===== config.mk =====
export PLATFORM = sky130hd
export DESIGN_NAME = button_event_queue_flat
export DESIGN_NICKNAME = d
export VERILOG_FILES = /design/src/rtl/button_event_queue_if.sv /design/src/rtl/button_event_queue.sv /design/src/flat_wrapper.sv
export SDC_FILE = /design/constraint.sdc
export NUM_CORES = 1
export LEC_CHECK = 0
export CAP_MARGIN = 25
export CORE_MARGIN = 2
export CORE_UTILIZATION = 46
export DETAILED_ROUTE_END_ITERATION = 6
export GPL_ROUTABILITY_DRIVEN = 1
export GPL_TIMING_DRIVEN = 0
export PLACE_DENSITY = 0.75
export RECOVER_POWER = 50
export SLEW_MARGIN = 25
export SYNTH_ARGS = -nofsm -noshare
export SYNTH_HDL_FRONTEND = slang
export SYNTH_SLANG_ARGS = --single-unit

===== constraint.sdc =====
create_clock -name clock -period 2.2 [get_ports clock]
set_input_delay 0.44 -clock clock [delete_from_list [all_inputs] [get_ports clock]]
set_output_delay 0.44 -clock clock [all_outputs]
set_load 0.01 [all_outputs]

===== src/rtl/button_event_queue_if.sv =====
// Processor-facing data-memory port of the button event queue.
// The master (processor side) drives the address and write strobe; the slave
// (the peripheral) returns read data, the address decode and status flags.
interface button_event_queue_if;
  logic [31:0] mem_addr;
  logic        mem_wren;
  logic [31:0] rd_data;
  logic        hit;
  logic        event_pending;
  logic        overflow;

  modport master (
    output mem_addr,
    output mem_wren,
    input  rd_data,
    input  hit,
    input  event_pending,
    input  overflow
  );

  modport slave (
    input  mem_addr,
    input  mem_wren,
    output rd_data,
    output hit,
    output event_pending,
    output overflow
  );
endinterface


===== src/rtl/button_event_queue.sv =====
// Button event queue: synchronises and debounces BTNU/BTND, turns each debounced
// press into a 2-bit code (1 = up, 2 = down, 3 = both) and queues it in a small
// FIFO that the processor drains one entry per load from IO_ADDR. A store to
// IO_ADDR flushes the queue and clears the sticky overflow flag.
module button_event_queue #(
  parameter int unsigned DEBOUNCE_CYCLES = 250000,
  parameter int unsigned FIFO_DEPTH      = 4,
  parameter logic [31:0] IO_ADDR         = 32'd4096
) (
  input  logic                 clock,
  input  logic                 reset,
  input  logic                 btn_up,
  input  logic                 btn_down,
  button_event_queue_if.slave  bus
);

  localparam int unsigned CntW  = (DEBOUNCE_CYCLES > 1) ? $clog2(DEBOUNCE_CYCLES) : 1;
  localparam int unsigned PtrW  = (FIFO_DEPTH > 1) ? $clog2(FIFO_DEPTH) : 1;
  localparam int unsigned CntFW = PtrW + 1;
  localparam logic [CntW-1:0]  CntMax   = CntW'(DEBOUNCE_CYCLES - 1);
  localparam logic [CntFW-1:0] FullCnt  = CntFW'(FIFO_DEPTH);

  // Bit 0 is the up button, bit 1 the down button, so a press vector is the event code.
  logic [1:0]           sync1_q, sync2_q;
  logic [1:0]           stable_q, stable_d;
  logic [1:0][CntW-1:0] cnt_q, cnt_d;
  logic [1:0]           evt_q, evt_d;

  logic [FIFO_DEPTH-1:0][1:0] mem_q, mem_d;
  logic [PtrW-1:0]            wr_ptr_q, wr_ptr_d;
  logic [PtrW-1:0]            rd_ptr_q, rd_ptr_d;
  logic [CntFW-1:0]           count_q, count_d;
  logic                       overflow_q, overflow_d;
  logic                       match_q;

  logic read_en, flush, pop, push_req, push_ok, full, not_empty;

  // Two-flop synchroniser per button.
  always_ff @(posedge clock or posedge reset) begin
    if (reset) begin
      sync1_q <= 2'b00;
      sync2_q <= 2'b00;
    end else begin
      sync1_q <= {btn_down, btn_up};
      sync2_q <= sync1_q;
    end
  end

  // Debounce: count consecutive cycles the synced level differs from the stable
  // level; flip after DEBOUNCE_CYCLES of them and flag a press on a 0->1 flip.
  always_comb begin
    stable_d = stable_q;
    cnt_d    = cnt_q;
    evt_d    = 2'b00;
    for (int i = 0; i < 2; i++) begin
      if (sync2_q[i] == stable_q[i]) begin
        cnt_d[i] = '0;
      end else if (cnt_q[i] == CntMax) begin
        stable_d[i] = ~stable_q[i];
        cnt_d[i]    = '0;
        evt_d[i]    = ~stable_q[i];
      end else begin
        cnt_d[i] = cnt_q[i] + CntW'(1);
      end
    end
  end

  // Debounce state and the one-cycle press register that feeds the FIFO push.
  always_ff @(posedge clock or posedge reset) begin
    if (reset) begin
      stable_q <= 2'b00;
      cnt_q    <= '0;
      evt_q    <= 2'b00;
    end else begin
      stable_q <= stable_d;
      cnt_q    <= cnt_d;
      evt_q    <= evt_d;
    end
  end

  assign bus.hit = (bus.mem_addr == IO_ADDR);
  assign read_en   = bus.hit && !bus.mem_wren;
  assign flush     = bus.hit && bus.mem_wren;
  assign not_empty = (count_q != '0);
  assign full      = (count_q == FullCnt);
  // Only the first cycle of a held load pops.
  assign pop       = read_en && !match_q && not_empty;
  assign push_req  = (evt_q != 2'b00);
  assign push_ok   = push_req && (!full || pop) && !flush;

  // FIFO next state; a flush overrides any push or pop on the same edge.
  always_comb begin
    mem_d      = mem_q;
    wr_ptr_d   = wr_ptr_q;
    rd_ptr_d   = rd_ptr_q;
    count_d    = count_q;
    overflow_d = overflow_q;
    if (flush) begin
      wr_ptr_d   = '0;
      rd_ptr_d   = '0;
      count_d    = '0;
      overflow_d = 1'b0;
    end else begin
      if (push_ok) begin
        mem_d[wr_ptr_q] = evt_q;
        wr_ptr_d        = wr_ptr_q + PtrW'(1);
      end
      if (pop) begin
        rd_ptr_d = rd_ptr_q + PtrW'(1);
      end
      if (push_ok && !pop) begin
        count_d = count_q + CntFW'(1);
      end else if (pop && !push_ok) begin
        count_d = count_q - CntFW'(1);
      end
      if (push_req && !push_ok) begin
        overflow_d = 1'b1;
      end
    end
  end

  // FIFO storage, pointers, occupancy, sticky overflow and the load-edge tracker.
  always_ff @(posedge clock or posedge reset) begin
    if (reset) begin
      mem_q      <= '0;
      wr_ptr_q   <= '0;
      rd_ptr_q   <= '0;
      count_q    <= '0;
      overflow_q <= 1'b0;
      match_q    <= 1'b0;
    end else begin
      mem_q      <= mem_d;
      wr_ptr_q   <= wr_ptr_d;
      rd_ptr_q   <= rd_ptr_d;
      count_q    <= count_d;
      overflow_q <= overflow_d;
      match_q    <= read_en;
    end
  end

  // Read data is the registered head, exposed only while a load hits a non-empty queue.
  always_comb begin
    bus.rd_data = 32'b0;
    if (read_en && not_empty) begin
      bus.rd_data = {30'b0, mem_q[rd_ptr_q]};
    end
  end

  assign bus.event_pending = not_empty;
  assign bus.overflow      = overflow_q;

endmodule


===== src/flat_wrapper.sv =====
// flat-port wrapper written by rule: the top's interface ports become plain ports
module button_event_queue_flat 
#(
  parameter int unsigned DEBOUNCE_CYCLES = 250000,
  parameter int unsigned FIFO_DEPTH      = 4,
  parameter logic [31:0] IO_ADDR         = 32'd4096
)
  (clock, reset, btn_up, btn_down, bus_mem_addr, bus_mem_wren, bus_rd_data, bus_hit, bus_event_pending, bus_overflow);
  button_event_queue_if bus_i ();
  input  logic clock;
  input  logic reset;
  input  logic btn_up;
  input  logic btn_down;
  input wire logic [$bits(bus_i.mem_addr)-1:0] bus_mem_addr;
  input wire logic [$bits(bus_i.mem_wren)-1:0] bus_mem_wren;
  output wire logic [$bits(bus_i.rd_data)-1:0] bus_rd_data;
  output wire logic [$bits(bus_i.hit)-1:0] bus_hit;
  output wire logic [$bits(bus_i.event_pending)-1:0] bus_event_pending;
  output wire logic [$bits(bus_i.overflow)-1:0] bus_overflow;
  assign bus_i.mem_addr = bus_mem_addr;
  assign bus_i.mem_wren = bus_mem_wren;
  assign bus_rd_data = bus_i.rd_data;
  assign bus_hit = bus_i.hit;
  assign bus_event_pending = bus_i.event_pending;
  assign bus_overflow = bus_i.overflow;
  button_event_queue #(.DEBOUNCE_CYCLES(DEBOUNCE_CYCLES), .FIFO_DEPTH(FIFO_DEPTH), .IO_ADDR(IO_ADDR)) u_core (.clock(clock), .reset(reset), .btn_up(btn_up), .btn_down(btn_down), .bus(bus_i));
endmodule

Word-level counts from Yosys, hierarchy flattened
Cells that the tools add are included.
{ "totals": {"reg_bits": 61, "inputBits": 37, "out_inout_bits": 35} }
{ "classes": {"n_addsub": 6, "order_cmp": 3, "eq_ne": 6, "n_mux": 23, "n_bitwise": 5, "reduce_logical": 27} }
{ "ops": {"columns": ["cell", "count"], "rows": [
  ["$mux 18", 4],
  ["$add 18x1->18 const B", 2],
  ["$eq 18x18->1 const B", 2],
  ["$eq 32x13->1 const B", 1],
  ["$mux 2", 7],
  ["$logic_and 1x1->1", 11],
  ["$mux 3", 3],
  ["$bwmux 8", 1],
  ["$reduce_bool 2->1", 4],
  ["$logic_not 1->1", 6],
  ["$lt 2x3->1 const B", 2],
  ["$mux 1", 6],
  ["$reduce_and 2->1", 3],
  ["$reduce_bool 3->1", 2],
  ["$not 1->1", 5],
  ["$add 2x1->2 const B", 2],
  ["$bmux 2 s2", 1],
  ["$demux 2 s2", 1],
  ["$add 3x1->3 const B", 1],
  ["$eq 3x3->1 const B", 1],
  ["$sub 3x1->3 const B", 1],
  ["$eq 1x1->1", 2],
  ["$ge 2x1->1 const B", 1],
  ["$logic_or 1x1->1", 1]
]} }

Logic depth before layout (Yosys ltp)
{ "depth": {"ltp_word": 12, "ltp_mapped": 12} }

Worst setup path before layout
Ideal clock, no wire load.
{ "synth_path": {"kind": "input port to flip-flop", "start": "input bus_mem_addr[12]", "end": "register u_core.count_q[2]", "t_arrival_ns": 2.501, "path_slack_ns": -0.422, "stages": 12, "path_buffers": 1, "path_cell_list": "nor4b_2 > and4_1 > buf_2 > a31oi_2 > nand2b_4 > nor2_1 > ha_1 > fa_1 > xnor2_1 > nor2_1 > xnor2_1 > nor2_1"} }
{ "synth_between": {"elab_chain_len": 10, "elab_cells_between_ends": 16} }
{ "synth_lines": {"columns": ["element", "line_no", "text"], "rows": [
  ["start, declared", "flat_wrapper.sv:14", "input wire logic [$bits(bus_i.mem_addr)-1:0] bus_mem_addr;"],
  ["$eq 32x13->1 (*)", "button_event_queue.sv:81", "assign bus.hit = (bus.mem_addr == IO_ADDR);"],
  ["$logic_and 1x1->1", "button_event_queue.sv:82", "assign read_en = bus.hit && !bus.mem_wren;"],
  ["$logic_and 1x1->1 (2 in a row)", "button_event_queue.sv:87", "assign pop = read_en && !match_q && not_empty;"],
  ["$logic_or 1x1->1", "button_event_queue.sv:89", "assign push_ok = push_req && (!full || pop) && !flush;"],
  ["$logic_and 1x1->1 (2 in a row)", "button_event_queue.sv:89", null],
  ["$logic_and 1x1->1 or $logic_not 1->1 (tied branches)", "button_event_queue.sv:111, button_event_queue.sv:113", null],
  ["$mux 3 or $logic_and 1x1->1 (tied branches)", "button_event_queue.sv:111, button_event_queue.sv:113", null],
  ["$mux 3 or $reduce_bool 3->1 (tied branches)", null, null],
  ["end signal, assigned", "button_event_queue.sv:135", "count_q <= count_d;"],
  ["end, declared", "button_event_queue.sv:32", "logic [CntFW-1:0] count_q, count_d;"]
]} }
Every way passes the cells marked *; elsewhere a longest branch is shown, timed or not.
A chain may end at the register's enable or synchronous reset.

Final worst setup path
{ "layout_path": {"start": "input bus_mem_addr[26]", "end": "register u_core.count_q[1]"} }
The elaborated chain is that of the path after synthesis.

==> metrics.txt <==
Top Ports=72; cell taking the most area after synthesis=dfrtp_1; min cycle time layout=2.267 ns; drt total wl=between 6000 and 7000 um; initial antenna violation count=0; Clock Skew=0.01099 ns; fin. max-slew vios=0; # diodes=0; reg2reg start=u_core.count_q[0]; top cells by count, synth=61 x dfrtp_1, 54 x nor2_1, 30 x buf_4; setup violators final=4; final worst slack=-0.06669 ns; clock sinks=61; R2R setup slack=-0.05 ns; vias post-DR=2570; slew margin rel.=0.5718; CTS H-Tree Depth=3; CP max stage cell=fa_2; Max-cap violations=0; failing checks=negative setup slack; Synth area leaders=dfrtp_1 46%, buf_4 6.9%, nor2_1 6.2%; slew of the pin with the lowest slew margin=roughly 0.64 ns; CP Cell Sequence=buf_6 > nor4_4 > and4_1 > buf_6 > buf_6 > a31oi_4 > nand2b_4 > nor2_4 > ha_4 > fa_2 > nor2_1 > a21oi_1 > nor2_1; DP Cell Count=just under 500; Non-Filler Instances=525; Final Cycle Share=1.030; CP max FO=4; NumNets Final=471; initial drt markers=239; Final ANT Viol Nets=0; Power, Total=2.203 mW; first-pass GRT wire length=11270 um; detailed placement HPWL=between 4000 and 5000 um; count leader, synth=dfrtp_1; Port-buffer cells=approximately 40; reg2reg end=u_core.count_q[2]; vias per cell=slightly below 5; Leak=1.975 nW; Mapped Cells=330; Clock Latency Late Sink=0.33 ns; syn avg cell area=9.957 um2; mapped cell area=between 3000 and 4000 um2; gr ovfl total=0; chip height=88.52 um; register area share after synthesis=0.4646; Crit Path Class=primary input to register; root buffer cell=clkbuf_8; Final Util=0.6248; maximum clock frequency=around 0.44 GHz; share of cells above drive strength 1=0.2890; number of synthesized flops with an enable pin=0; Syn. warnings=0; CP Data Arrival Time=2.53 ns; core area=between 6000 and 7000 um2; cell row count=30; First-pass DRT Iterations=4; largest net degree at the start of global routing=50; reg2reg path depth=11; Hold-fix buffers, CTS=0; Final Hold Viols=0; worst setup path end=u_core.count_q[1]; Main synth FF type=dfrtp_1; Worst Setup SP=bus_mem_addr[26]; WP data required=2.46 ns; Worst setup EP type=register; Initial Util=0.4783; setup TNS=-0.1476 ns; RePlAce Congestion=just under 0.8; Hold Path Class=register to register; clk buf depth=2; RSZ-0062 raised after global routing=yes; CP max stage delay=around 0.43 ns; Chip Width=88.52 um; Total GRT Usage=0.1852; fraction of registers with async set/reset=1.000; total die area=7835 um2; CTS tree=built; peak supply drop=0.4993 mV; TritonCTS buffer count=9; clock-pin slew on the worst setup and hold paths=0.07 ns; Routed WL per cell=about 13 um; startpoint types=primary input; #FFs+latches synth=61; crit-path most repeated cell=buf_6; pwr dens=slightly above 500 nW/um2; # DRC=0; Area Overhead vs Synth=30.62%; share of the synthesized area in the top cell type=0.4646; vias in the first global route=2554; synth unique cells=38; status=finished with violations
[repair_timing]
item / in CTS / in global routing
hold endpoints to repair: 0 / 0
buffers inserted: 9 / 5
setup endpoints to repair: 6 / 5
pin swaps: 19 / 17
resized for setup: 142 / 21
[through the flow]
| stage | worst slack [ns] | instance area (um2) | hold slack, ns |
|---|---|---|---|
| after floorplan | -0.2209 | 3507 | 0.3312 |
| after global placement | -0.8904 | 4038 | 0.3331 |
| after detailed placement | -0.9166 | 4068 | 0.3347 |
| after CTS | 0.0001499 | 4212 | 0.3482 |
| after global routing | -0.1964 | 4292 | 0.3592 |
| final | -0.06669 | 4292 | 0.3478 |
[cells in the final DEF, fill, tap and decap left out, drive strengths merged, types with 2 or more instances in the layout]
cell type and n:
mux2 2, nand3 19, dfrtp 61, buf 81
nor2 54, nor3 7, nand2 23, o21ai 12
dlygate4sd3 3, ha 7, nor4 12, nand2b 3
clkinv 2, a21oi 3, and4 4, xnor2 18
conb 30, clkdlybuf4s50 3, clkbuf 15, inv 11
and3 4, nor4b 3, nor3b 4, o31ai 9
nand4 8, xor2 19, mux4 2
[report_power, final]
part           leakage, nW  internal [mW]  switching, mW  total [mW]
sequential           0.833           1.14         0.0147        1.15
combinational         1.05         0.0967          0.101       0.198
clock               0.0881          0.454          0.399       0.853
total                 1.98           1.69          0.515        2.20
[critical path, delay by kind of cell]
kind	cells	cell delay [ns]
AND/OR/NAND/NOR	6	1.01
adder cells (fa/ha/maj)	2	0.58
buffers and inverters	3	0.34
AO/OA/AOI/OAI	2	0.14
[flip-flops by register name (all words and copies together), names as in the netlist]
register and flops:
u_core.bus.overflow 1, u_core.cnt_q 36, u_core.count_q 3, u_core.evt_q 2, u_core.match_q 1, u_core.mem_q 8
u_core.rd_ptr_q 2, u_core.stable_q 2, u_core.sync1_q 2, u_core.sync2_q 2, u_core.wr_ptr_q 2
[per-layer routing]
layer / vias up / global-route usage / share of wire
li1: 1264 / - / -
met1: 1215 / 0.2255 / 0.44
met2: 82 / 0.3103 / 0.49
met3: 9 / 0.04757 / 0.066
met4: 0 / 0.08402 / 0.012
met5: - / 0 / 0
[cell type report]
cell class	instances	area, um2
well taps	96	120.1
fillers	580	2577
clock inverters	2	10.01
clock buffers	12	155.1
inverters	12	46.29
multi-input cells	251	1725
repair buffers	56	445.4
plain buffers	35	262.8
flip-flops and latches	61	1526
[kinds of logic after synthesis]
group,after synthesis,synth area share
and+or+nand+nor,143,0.2270
DFF,61,0.4646
xor gates and xnor gates,37,0.09863
AOI/OAI and AO/OA,28,0.06055
buffers and inverters,47,0.09177
other,1,0.001141
adders and majority gates,8,0.03275
muxes,5,0.02361
[how the worst min path moves through the flow]
stage / cells after the start / to / slack (ns) / start
3_3_place_gp: 0 / u_core.sync2_q[1] / 0.33 / u_core.sync1_q[1]
2_1_floorplan: 0 / u_core.sync2_q[0] / 0.33 / u_core.sync1_q[0]
6_report: 0 / u_core.sync2_q[1] / 0.35 / u_core.sync1_q[1]
3_5_place_dp: 0 / u_core.sync2_q[0] / 0.33 / u_core.sync1_q[0]
5_1_grt: 0 / u_core.sync2_q[0] / 0.36 / u_core.sync1_q[0]
4_1_cts: 0 / u_core.sync2_q[1] / 0.35 / u_core.sync1_q[1]
(Power assumes the default switching activity.)
